## src/rtl/sysahb_apb_bridge.sv

```systemverilog
// rtl/sysahb_apb_bridge.sv - AHB-Lite slave to APB3 master bridge
//
// One outstanding AHB single transfer is turned into one APB access; the
// 4-bit slot index haddr[SLOT_LSB+3:SLOT_LSB] picks a one-hot psel.
// Optional feature macro: SYSAHB_APB_PSTRB_EN (adds pstrb/pprot, rejects hsize>2).
//
// Ports:
//   sys_clk, sys_resetn        clock, async active-low reset
//   hsel/haddr/htrans/hwrite   AHB address phase
//   hsize/hprot                only used with SYSAHB_APB_PSTRB_EN
//   hwdata                     AHB write data (data phase)
//   hready                     bus-wide HREADY
//   hreadyout/hresp/hrdata     AHB slave response
//   paddr/psel/penable/pwrite  APB request
//   pwdata                     APB write data
//   prdata/pready/pslverr      APB response of the selected slave
//   pstrb/pprot                APB3+ extras (optional feature only)

module sysahb_apb_bridge #(
    parameter int NUM_SLAVES = 8,
    parameter int SLOT_LSB   = 12,
    parameter int PADDR_W    = 16
) (
    input  logic                  sys_clk,
    input  logic                  sys_resetn,
    input  logic                  hsel,
    input  logic [31:0]           haddr,
    input  logic [1:0]            htrans,
    input  logic                  hwrite,
    input  logic [2:0]            hsize,
    input  logic [3:0]            hprot,
    input  logic [31:0]           hwdata,
    input  logic                  hready,
    output logic                  hreadyout,
    output logic                  hresp,
    output logic [31:0]           hrdata,
    output logic [PADDR_W-1:0]    paddr,
    output logic [NUM_SLAVES-1:0] psel,
    output logic                  penable,
    output logic                  pwrite,
    output logic [31:0]           pwdata,
    input  logic [31:0]           prdata,
    input  logic                  pready,
    input  logic                  pslverr
`ifdef SYSAHB_APB_PSTRB_EN
    ,
    output logic [3:0]            pstrb,
    output logic [2:0]            pprot
`endif
);

    typedef enum logic [2:0] {
        ST_IDLE,
        ST_SETUP,
        ST_ACCESS,
        ST_ERR1,
        ST_ERR2
    } state_t;

    localparam logic [4:0] NUM_SLAVES_W = 5'(NUM_SLAVES);

    state_t               state_q, state_d;
    logic [PADDR_W-1:0]   paddr_q, paddr_d;
    logic                 pwrite_q, pwrite_d;
    logic [3:0]           idx_q, idx_d;
    logic [31:0]          pwdata_q, pwdata_d;
    logic [31:0]          hrdata_q, hrdata_d;

    logic                 accept;
    logic [3:0]           haddr_idx;
    logic                 slot_ok;
    logic                 size_ok;

`ifdef SYSAHB_APB_PSTRB_EN
    logic [2:0]           hsize_q, hsize_d;
    logic [1:0]           hprot_q, hprot_d;
`endif

    // Folds inputs that carry no function in every build so lint sees them consumed.
    logic unused_inputs;
    assign unused_inputs = ^{htrans[0], haddr, hsize, hprot};

    assign accept    = hsel & hready & htrans[1];
    assign haddr_idx = haddr[SLOT_LSB+3:SLOT_LSB];
    assign slot_ok   = {1'b0, haddr_idx} < NUM_SLAVES_W;

`ifdef SYSAHB_APB_PSTRB_EN
    assign size_ok = (hsize <= 3'd2);
`else
    assign size_ok = 1'b1;
`endif

    // State and datapath registers
    always_ff @(posedge sys_clk or negedge sys_resetn) begin
        if (!sys_resetn) begin
            state_q  <= ST_IDLE;
            paddr_q  <= '0;
            pwrite_q <= 1'b0;
            idx_q    <= '0;
            pwdata_q <= '0;
            hrdata_q <= '0;
`ifdef SYSAHB_APB_PSTRB_EN
            hsize_q  <= '0;
            hprot_q  <= '0;
`endif
        end else begin
            state_q  <= state_d;
            paddr_q  <= paddr_d;
            pwrite_q <= pwrite_d;
            idx_q    <= idx_d;
            pwdata_q <= pwdata_d;
            hrdata_q <= hrdata_d;
`ifdef SYSAHB_APB_PSTRB_EN
            hsize_q  <= hsize_d;
            hprot_q  <= hprot_d;
`endif
        end
    end

    // Next state. Transfers are only taken in IDLE, so anything presented
    // during ERR2 (which the master must cancel) is never captured.
    always_comb begin
        state_d = state_q;
        case (state_q)
            ST_IDLE: begin
                if (accept) begin
                    state_d = (slot_ok && size_ok) ? ST_SETUP : ST_ERR1;
                end
            end
            ST_SETUP:  state_d = ST_ACCESS;
            ST_ACCESS: begin
                if (pready) begin
                    state_d = pslverr ? ST_ERR1 : ST_IDLE;
                end
            end
            ST_ERR1:   state_d = ST_ERR2;
            ST_ERR2:   state_d = ST_IDLE;
            default:   state_d = ST_IDLE;
        endcase
    end

    // Captured address phase, write data and read data
    always_comb begin
        paddr_d  = paddr_q;
        pwrite_d = pwrite_q;
        idx_d    = idx_q;
        pwdata_d = pwdata_q;
        hrdata_d = hrdata_q;
`ifdef SYSAHB_APB_PSTRB_EN
        hsize_d  = hsize_q;
        hprot_d  = hprot_q;
`endif
        if (state_q == ST_IDLE && accept) begin
            paddr_d  = haddr[PADDR_W-1:0];
            pwrite_d = hwrite;
            idx_d    = haddr_idx;
`ifdef SYSAHB_APB_PSTRB_EN
            hsize_d  = hsize;
            hprot_d  = hprot[1:0];
`endif
        end
        if (state_q == ST_SETUP) begin
            pwdata_d = hwdata;
        end
        if (state_q == ST_ACCESS && pready && !pslverr && !pwrite_q) begin
            hrdata_d = prdata;
        end
    end

    // Outputs decoded from state
    always_comb begin
        hreadyout = (state_q == ST_IDLE) || (state_q == ST_ERR2);
        hresp     = (state_q == ST_ERR1) || (state_q == ST_ERR2);
        penable   = (state_q == ST_ACCESS);
        psel      = '0;
        for (int i = 0; i < NUM_SLAVES; i++) begin
            psel[i] = ((state_q == ST_SETUP) || (state_q == ST_ACCESS)) && (idx_q == i[3:0]);
        end
        // hwdata is only valid in the data phase, which is the SETUP cycle,
        // so it is forwarded directly then and held from the register after.
        pwdata    = (state_q == ST_SETUP) ? hwdata : pwdata_q;
        paddr     = paddr_q;
        pwrite    = pwrite_q;
        hrdata    = hrdata_q;
    end

`ifdef SYSAHB_APB_PSTRB_EN
    always_comb begin
        pstrb = 4'b0000;
        if (pwrite_q) begin
            case (hsize_q)
                3'd0:    pstrb = 4'b0001 << paddr_q[1:0];
                3'd1:    pstrb = paddr_q[1] ? 4'b1100 : 4'b0011;
                default: pstrb = 4'b1111;
            endcase
        end
        pprot = {~hprot_q[0], 1'b0, hprot_q[1]};
    end
`endif

endmodule

```

## config.mk

```make
export PLATFORM = sky130hd
export DESIGN_NAME = sysahb_apb_bridge
export DESIGN_NICKNAME = d
export VERILOG_FILES = /design/src/rtl/sysahb_apb_bridge.sv
export SDC_FILE = /design/constraint.sdc
export NUM_CORES = 1
export LEC_CHECK = 0
export CAP_MARGIN = 20
export CORE_ASPECT_RATIO = 1.5
export CORE_UTILIZATION = 35
export DETAILED_ROUTE_END_ITERATION = 12
export GPL_TIMING_DRIVEN = 0
export HOLD_SLACK_MARGIN = 0.06
export PLACE_DENSITY = 0.76
export SLEW_MARGIN = 20
export SYNTH_ARGS = -nofsm -noshare
export SYNTH_HDL_FRONTEND = slang
export SYNTH_SLANG_ARGS = --single-unit
```

## constraint.sdc

```tcl
create_clock -name sys_clk -period 2.65 [get_ports sys_clk]
set_input_delay 0.6625 -clock sys_clk [delete_from_list [all_inputs] [get_ports sys_clk]]
set_output_delay 0.6625 -clock sys_clk [all_outputs]
set_load 0.01 [all_outputs]
```

==> impl_metrics.toml, run 1 <==
[timing]
fin_crit_ns = 2.55
hold_viol = 0
worst_pin_slew_ns = 0.558
finalSetupViolations = 0
tns_ns = 0
layout_setup_ws_ns = 0.0950
fmax_mhz = 391
holdWs_ns = 0.319
slew_violations = 0
slew_headroom_pct = 62.8
finalCritPeriodShare_pct = 96.4
skew_ns = 0.00721

[clocking]
clock_sinks = 84
cts_inserted_buffers = 9
cts.clk_slew.worst_paths_ns = 0.06
ctsHtreeMaxLevel = 3
clk-insertion-delay-late_ns = 0.33
clock_path_buffers = 2
cts_tree = "built"
cts_root_buf = "clkbuf_16"

[placement]
hpwl_um = 6150
place_ws_ns = -0.459
gp_congestion = 0.662
portBuffers = 179
place_area_um2 = 5390

[critical_path]
worstReg2RegStart = "state_q[0]$_DFFE_PN0P_"
worstPathMaxFanout = 6
cpLargestDelayFamily = "buffers and inverters"
path_class = "register to output port"
cp_num_cells = 5
cp_cell_sequence = "buf_6, xor2_1, nand3_1, nor2_1, clkdlybuf4s50_1"
worstSetupStartpointType = "register"
slowest_delay_ns = 0.57
crit_required_ns = 1.99
path_buf_inv = 2
critPathLaunch = "state_q[0]$_DFFE_PN0P_"
slowest_stage = "clkdlybuf4s50_1"
arrival_ns = 1.89
r2r_cells = 6
worstSetupEndpointType = "output port"

[power_and_ir_drop]
leakagePower_nw = 2.62
ir_drop_mv = 0.578
p_per_area_nw_per_um2 = 1110
power_mw = 6.24

[synth]
synth.avg_cell_area_um2 = 16.3
ys.flop_type = "dfrtp_1"
ys_seq_elements = 84
yosysWarnings = 0
netlist_instances = 211
yosysMostFrequentCell = "dfrtp_1"
synth_common_cells = "dfrtp_1, mux2_2, mux2_4, nor2_1, buf_2"
netlist_top_cells_area = "dfrtp_1, mux2_2, mux2_4"
synth-edff-count = 0
syn_nets = 323
ys_types = 26
seq_area_frac_synth_pct = 61.1
async_flop_share_pct = 100
synth_largest_area_cell = "dfrtp_1"
syn-cell-area_um2 = 3440
synth_top_area_share_pct = 61.1

[floorplanning]
die_w_um = 82.9
num_rows = 44
initial_core_util_pct = 35.7
core_um2 = 9630
dieHeight_um = 123
die-area_um2 = 10200
io-pin-count = 204

[final_layout]
synthToLayoutAreaGrowth_pct = 64.0
drive_above_1_share_pct = 36.1
finalInstanceArea_um2 = 5640
antenna_cells = 0
nets = 522
fill_cells = 764

[run_status]
status = "complete, no violations"

[detailed_routing]
antenna_left = 0
first_iter_violations = 63
dr.pass1.iters = 4
vias = 2435
wl_per_cell_um = 15.4
drc = 0
wirelength_um = 8170
drt-vias-per-instance = 4.59

[min_path]
min_path_type = "primary input to async pin"

[run]
drv_cap = 0

[global_route]
track_usage_pct = 16.7
grt_max_degree = 44
grt_first_pass_wirelength_um = 13300
grt_pass1_vias = 2645
antenna_found_initial = 0
gr-total-overflow = 0
[area by class of cell]
cell class	instances	area, um^2	share of cell area, %
repair buffers	188	1740	30.8
clock buffers	12	246	4.37
plain buffers	11	148	2.62
flip-flops and latches	84	2100	37.3
inverters	1	3.75	0.0666
well taps	115	144	2.55
multi-input cells	115	1230	21.9
clock inverters	4	25.0	0.444
[timing repair]
item | CTS | global route
endpoints found under the setup margin | 33 | 38
gates resized for setup | 69 | 46
endpoints found under the hold margin | 0 | 0
setup buffers | 3 | 4
pin swaps | 1 | 2
cloned | 1 | 0
hold buffers | 0 | 0
[cell usage in the layout (no fill, tap or decap), drive strengths merged]
cell,n
nand3,1
dfrtp,84
a2bb2oi,1
buf,21
mux2,81
inv,1
clkdlybuf4s50,142
dlymetal6s2s,4
or3,1
or4,1
clkdlybuf4s15,2
a21oi,1
nor2,12
nand2b,4
a21o,1
clkbuf,42
clkinvlp,2
nor2b,1
clkinv,2
nand4b,1
nor3,3
xor2,1
o22ai,1
o22a,1
nand2,2
and2b,1
nand3b,1
[report_power, final]
part / internal (mW) / leakage (nW) / total (mW) / switching (mW)
clock: 0.657 / 0.129 / 1.14 / 0.478
combinational: 1.79 / 1.48 / 2.91 / 1.11
sequential: 1.91 / 1.01 / 2.20 / 0.288
total: 4.36 / 2.62 / 6.24 / 1.88
[routing by layer]
metal / track usage (%) / wire length (um) / up-vias
met1: 19.3 / 3110 / 1184
met4: 6.25 / 170 / 0
met2: 29.5 / 4420 / 106
met3: 4.54 / 468 / 15
li1: - / - / 1130
met5: 0 / 0 / -
[worst paths after layout]
| check | endpoint | slack, ns |
|---|---|---|
| worst min register to register | pwdata_q[20]$_DFF_PN0_ | 0.49 |
| min in group sys_clk | pwdata_q[20]$_DFF_PN0_ | 0.49 |
| max in group asynchronous | pwdata_q[13]$_DFF_PN0_ | 1.71 |
| worst max-delay path | psel[6] | 0.1 |
| worst min-delay path | hrdata[30]$_DFFE_PN0P_ | 0.32 |
| worst max register to register | hrdata[17]$_DFFE_PN0P_ | 0.76 |
[worst register-to-register path, cell delays in order, from the launching register on]
cell	delay, ns
dfrtp_1	0.37
buf_6	0.13
buf_4	0.13
or4_4	0.53
buf_6	0.16
buf_12	0.15
mux2_4	0.30
[state kept, by name (all words and copies together) (netlist names)]
signal / cells
pwrite: 1
hrdata: 32
pwdata_q: 32
state_q: 3
paddr: 16
[through the flow]
| step | util (%) | instances |
|---|---|---|
| final | 58.5 | 530 |
| after global routing | 58.5 | 530 |
| after CTS | 59.5 | 526 |
| after detailed placement | 56.0 | 506 |
| after global placement | 55.8 | 505 |
| after floorplan | - | 211 |
[cells by family after synthesis]
logic type                Yosys count  synth area share (%)
xor gates and xnor gates            1                 0.255
muxes                              81                  29.8
buffers and inverters              12                  3.35
and+or+nand+nor                    28                  4.44
DFF                                84                  61.1
AOI/OAI and AO/OA                   5                  1.06
(Power assumes the default switching activity.)
==> run 2: changes to the inputs <==
==> constraint.sdc (replaced) <==
create_clock -name sys_clk -period 2.65 [get_ports sys_clk]
set_input_delay 0.6625 -clock sys_clk [delete_from_list [all_inputs] [get_ports sys_clk]]
set_output_delay 0.6625 -clock sys_clk [all_outputs]
set_load 0.02 [all_outputs]
==> impl_metrics.toml, run 2 (same netlist as run 1, synthesis figures left out) <==
[timing]
slew_violations = 0
skew_ns = 0.00659
tns_ns = 0
finalCritPeriodShare_pct = 96.0
fin_crit_ns = 2.54
fmax_mhz = 393
finalSetupViolations = 0
layout_setup_ws_ns = 0.107
slew_headroom_pct = 62.6
holdWs_ns = 0.322
worst_pin_slew_ns = 0.562
hold_viol = 0

[power_and_ir_drop]
ir_drop_mv = 0.612
p_clk_share_pct = 16.9
p_per_area_nw_per_um2 = 1210
combPwrFrac_pct = 50.4
intPower_mw = 4.33
leakagePower_nw = 2.59
p_switching_mw = 2.39
switching_share_pct = 35.6
power_mw = 6.72
seqPwrFrac_pct = 32.7

[placement]
hpwl_um = 6150
place_area_um2 = 5390
gp_congestion = 0.662
portBuffers = 179
place_inst = 506
place_ws_ns = -0.518

[final_layout]
nets = 518
finalInstanceArea_um2 = 5580
antenna_cells = 0
fin_cells = 526
drive_above_1_share_pct = 35.8
layout_common_cells = "clkdlybuf4s50_1, dfrtp_1, mux2_2, buf_2, mux2_4"
final_common_cell = "clkdlybuf4s50_1"
final_util_pct = 57.9
synthToLayoutAreaGrowth_pct = 62.1

[clocking]
clock_sinks = 84
clock_path_buffers = 2
cts.clk_slew.worst_paths_ns = 0.06
cts_inserted_buffers = 9
cts_root_buf = "clkbuf_16"
ctsHtreeMaxLevel = 3
cts_tree = "built"
clk-insertion-delay-late_ns = 0.33

[floorplanning]
initial_core_util_pct = 35.7
num_rows = 44
dieHeight_um = 123
io-pin-count = 204
core_um2 = 9630
die-area_um2 = 10200
die_w_um = 82.9

[detailed_routing]
drt-vias-per-instance = 4.59
antenna_left = 0
wl_per_cell_um = 15.4
drc = 0
wirelength_um = 8100
dr.pass1.iters = 4
vias = 2413
first_iter_violations = 37

[min_path]
min_path_type = "primary input to async pin"

[critical_path]
path_class = "register to output port"
crit_required_ns = 1.99
worstSetupStartpointType = "register"
worstSetupEndpointType = "output port"
arrival_ns = 1.88
worstPathMaxFanout = 6

[run_status]
status = "complete, no violations"

[run]
drv_cap = 0

[global_route]
grt_first_pass_wirelength_um = 13300
track_usage_pct = 16.6
antenna_found_initial = 0
grt_pass1_vias = 2628
grt_max_degree = 44
gr-total-overflow = 0
run 2: changes by cell type in the layout (fill, tap and decap cells not counted), moves of 2 or more:
cell	delta
buf_4	-2
dlymetal6s2s_1	-2
clkbuf_2	-30
dlygate4sd2_1	+6
buf_2	+32
clkdlybuf4s50_1	-4
clkdlybuf4s15_1	-2
run 2: layout make-up:
class	count	area, um^2
Multi-Input combinational cell	115	1230
Timing Repair Buffer	184	1680
Fill cell	777	4060
Clock inverter	4	25.0
Buffer	11	140
Tap cell	115	144
Inverter	1	3.75
Sequential cell	84	2100
Clock buffer	12	246
run 2: path summary, 6_finish.rpt:
kind	endpoint	slack, ns	from	depth (start not counted)
min	hrdata[30]$_DFFE_PN0P_	0.32	sys_resetn	1
min reg2reg	pwdata_q[4]$_DFF_PN0_	0.49	pwdata_q[4]$_DFF_PN0_	1
min in group sys_clk	pwdata_q[4]$_DFF_PN0_	0.49	pwdata_q[4]$_DFF_PN0_	1
max reg2reg	hrdata[17]$_DFFE_PN0P_	0.74	state_q[0]$_DFFE_PN0P_	6
max	hresp	0.11	state_q[0]$_DFFE_PN0P_	5
max in group asynchronous	pwdata_q[13]$_DFF_PN0_	1.71	sys_resetn	2
run 2: timing repair:
item                       CTS  global route
setup endpoints to repair   38            34
buffers inserted             3             1
pin swaps                    1             1
hold buffers                 0             0
gates resized for setup    130            18
run 2: power by group through the flow:
stage | clock, mW | sequential [mW] | combinational (mW)
after floorplan | 0 | 2.64 | 1.49
after global placement | 0 | 2.18 | 3.61
after detailed placement | 0 | 2.23 | 3.66
after CTS | 1.17 | 2.21 | 3.50
after global routing | 1.24 | 2.29 | 3.59
final | 1.13 | 2.20 | 3.39
run 2: metal layers:
layer  routed length, um  GRT usage, %
met3                 467          4.54
met5                   0             0
met1                3100          19.4
met2                4360          29.3
met4                 170          6.25
run 2: critical path, stage by stage, from the launching register on:
cell	delay, ns
dfrtp_1	0.37
buf_6	0.13
buf_4	0.15
nor2_1	0.16
a21o_1	0.13
clkdlybuf4s50_1	0.62
==> run 3: changes to the inputs <==
--- a/config.mk
+++ b/config.mk
@@ -11,7 +11,7 @@
 export DETAILED_ROUTE_END_ITERATION = 12
 export GPL_TIMING_DRIVEN = 0
 export HOLD_SLACK_MARGIN = 0.06
-export PLACE_DENSITY = 0.76
+export PLACE_DENSITY = 0.87
 export SLEW_MARGIN = 20
 export SYNTH_ARGS = -nofsm -noshare
 export SYNTH_HDL_FRONTEND = slang
==> impl_metrics.toml, run 3 (same netlist as run 1, synthesis figures left out) <==
[global_route]
grt_first_pass_wirelength_um = 12700
gr-total-overflow = 0
track_usage_pct = 16.0
grt_max_degree = 44
grt_pass1_vias = 2643
antenna_found_initial = 0

[final_layout]
fin_cells = 523
synthToLayoutAreaGrowth_pct = 61.7
final_util_pct = 57.7
final_common_cell = "clkdlybuf4s50_1"
drive_above_1_share_pct = 35.8
layout_common_cells = "clkdlybuf4s50_1, dfrtp_1, mux2_2, buf_2, mux2_4"
nets = 517
antenna_cells = 0

[placement]
gp_congestion = 0.799
portBuffers = 179
place_ws_ns = -0.527
place_inst = 506
hpwl_um = 6130

[clocking]
clock_sinks = 84
cts.clk_slew.worst_paths_ns = 0.06
cts_inserted_buffers = 9
ctsHtreeMaxLevel = 3
clk-insertion-delay-late_ns = 0.33
clock_path_buffers = 2
cts_tree = "built"
cts_root_buf = "clkbuf_16"

[detailed_routing]
vias = 2423
drc = 0
drt-vias-per-instance = 4.63
first_iter_violations = 47
wl_per_cell_um = 15.2
antenna_left = 0
wirelength_um = 7960
dr.pass1.iters = 3

[critical_path]
r2r_cells = 5
worstPathMaxFanout = 10
worstSetupStartpointType = "register"
arrival_ns = 1.87
path_class = "register to output port"
crit_required_ns = 1.99
worstSetupEndpointType = "output port"

[power_and_ir_drop]
power_mw = 6.70
ir_drop_mv = 0.657
leakagePower_nw = 2.58
p_per_area_nw_per_um2 = 1210

[floorplanning]
num_rows = 44
io-pin-count = 204
die_w_um = 82.9
core_um2 = 9630
dieHeight_um = 123
initial_core_util_pct = 35.7
die-area_um2 = 10200

[min_path]
min_path_type = "primary input to async pin"

[timing]
finalSetupViolations = 0
slew_violations = 0
rsz0062_at_grt = "false"
finalCritPeriodShare_pct = 95.5
skew_ns = 0.00523
slew_headroom_pct = 62.9
holdWs_ns = 0.322
fin_crit_ns = 2.53
fmax_mhz = 395
layout_setup_ws_ns = 0.118
worst_pin_slew_ns = 0.557
hold_viol = 0

[run_status]
status = "complete, no violations"

[run]
drv_cap = 0
run 3: cell count changes in the layout (fill, tap and decap cells not counted):
cell and change:
clkinvlp_4 +1, clkinv_2 -1, buf_4 -1, clkbuf_2 +2
buf_2 -2, clkbuf_1 -2
run 3: worst paths after layout:
kind                            slack (ns)                      to                   start
worst max-delay path                  0.12              pwdata[29]  state_q[1]$_DFFE_PN0P_
worst min-delay path                  0.32  hrdata[23]$_DFFE_PN0P_              sys_resetn
worst max register to register        0.76   paddr[13]$_DFFE_PN0P_  state_q[2]$_DFFE_PN0P_
worst min register to register        0.49  pwdata_q[28]$_DFF_PN0_  pwdata_q[28]$_DFF_PN0_
max in group asynchronous             1.72  hrdata[11]$_DFFE_PN0P_              sys_resetn
min in group sys_clk                  0.49  pwdata_q[28]$_DFF_PN0_  pwdata_q[28]$_DFF_PN0_
run 3: layout make-up:
| class | count | area (um^2) |
|---|---|---|
| well taps | 115 | 144 |
| repair buffers | 183 | 1670 |
| plain buffers | 11 | 140 |
| multi-input cells | 115 | 1230 |
| clock inverters | 4 | 27.5 |
| fillers | 776 | 4070 |
| clock buffers | 10 | 239 |
| flip-flops and latches | 84 | 2100 |
| inverters | 1 | 3.75 |
run 3: through the flow:
| step | TNS, ns | cell area (um^2) |
|---|---|---|
| after detailed placement | -15.26 | 5390 |
| after floorplan | 0 | 3440 |
| after CTS | 0 | 5660 |
| after global placement | -177.48 | 5380 |
| after global routing | 0 | 5560 |
| final | 0 | 5560 |
run 3: critical path: stages, from the launching register on:
cell,delay (ns)
dfrtp_1,0.36
buf_4,0.17
nor3_4,0.21
buf_6,0.14
buf_6,0.15
mux2_2,0.35
buf_2,0.16
run 3: what timing repair did:
| action | 4_1_cts | 5_1_grt |
|---|---|---|
| setup buffers | 3 | 0 |
| setup endpoints to repair | 40 | 34 |
| hold buffers | 0 | 0 |
| pin swaps | 1 | 0 |
| gates resized for setup | 122 | 24 |
run 3: routing by layer:
layer / wire length (um) / vias to the layer above / GRT usage (%)
li1: - / 1116 / -
met1: 3070 / 1189 / 17.2
met2: 4250 / 106 / 28.5
met3: 462 / 12 / 4.47
met4: 172 / 0 / 8.30
met5: 0 / - / 0
run 3: power breakdown:
part | internal, mW | leakage [nW] | switching, mW
Clock | 0.647 | 0.122 | 0.466
Sequential | 1.91 | 1.01 | 0.287
Combinational | 1.75 | 1.44 | 1.64
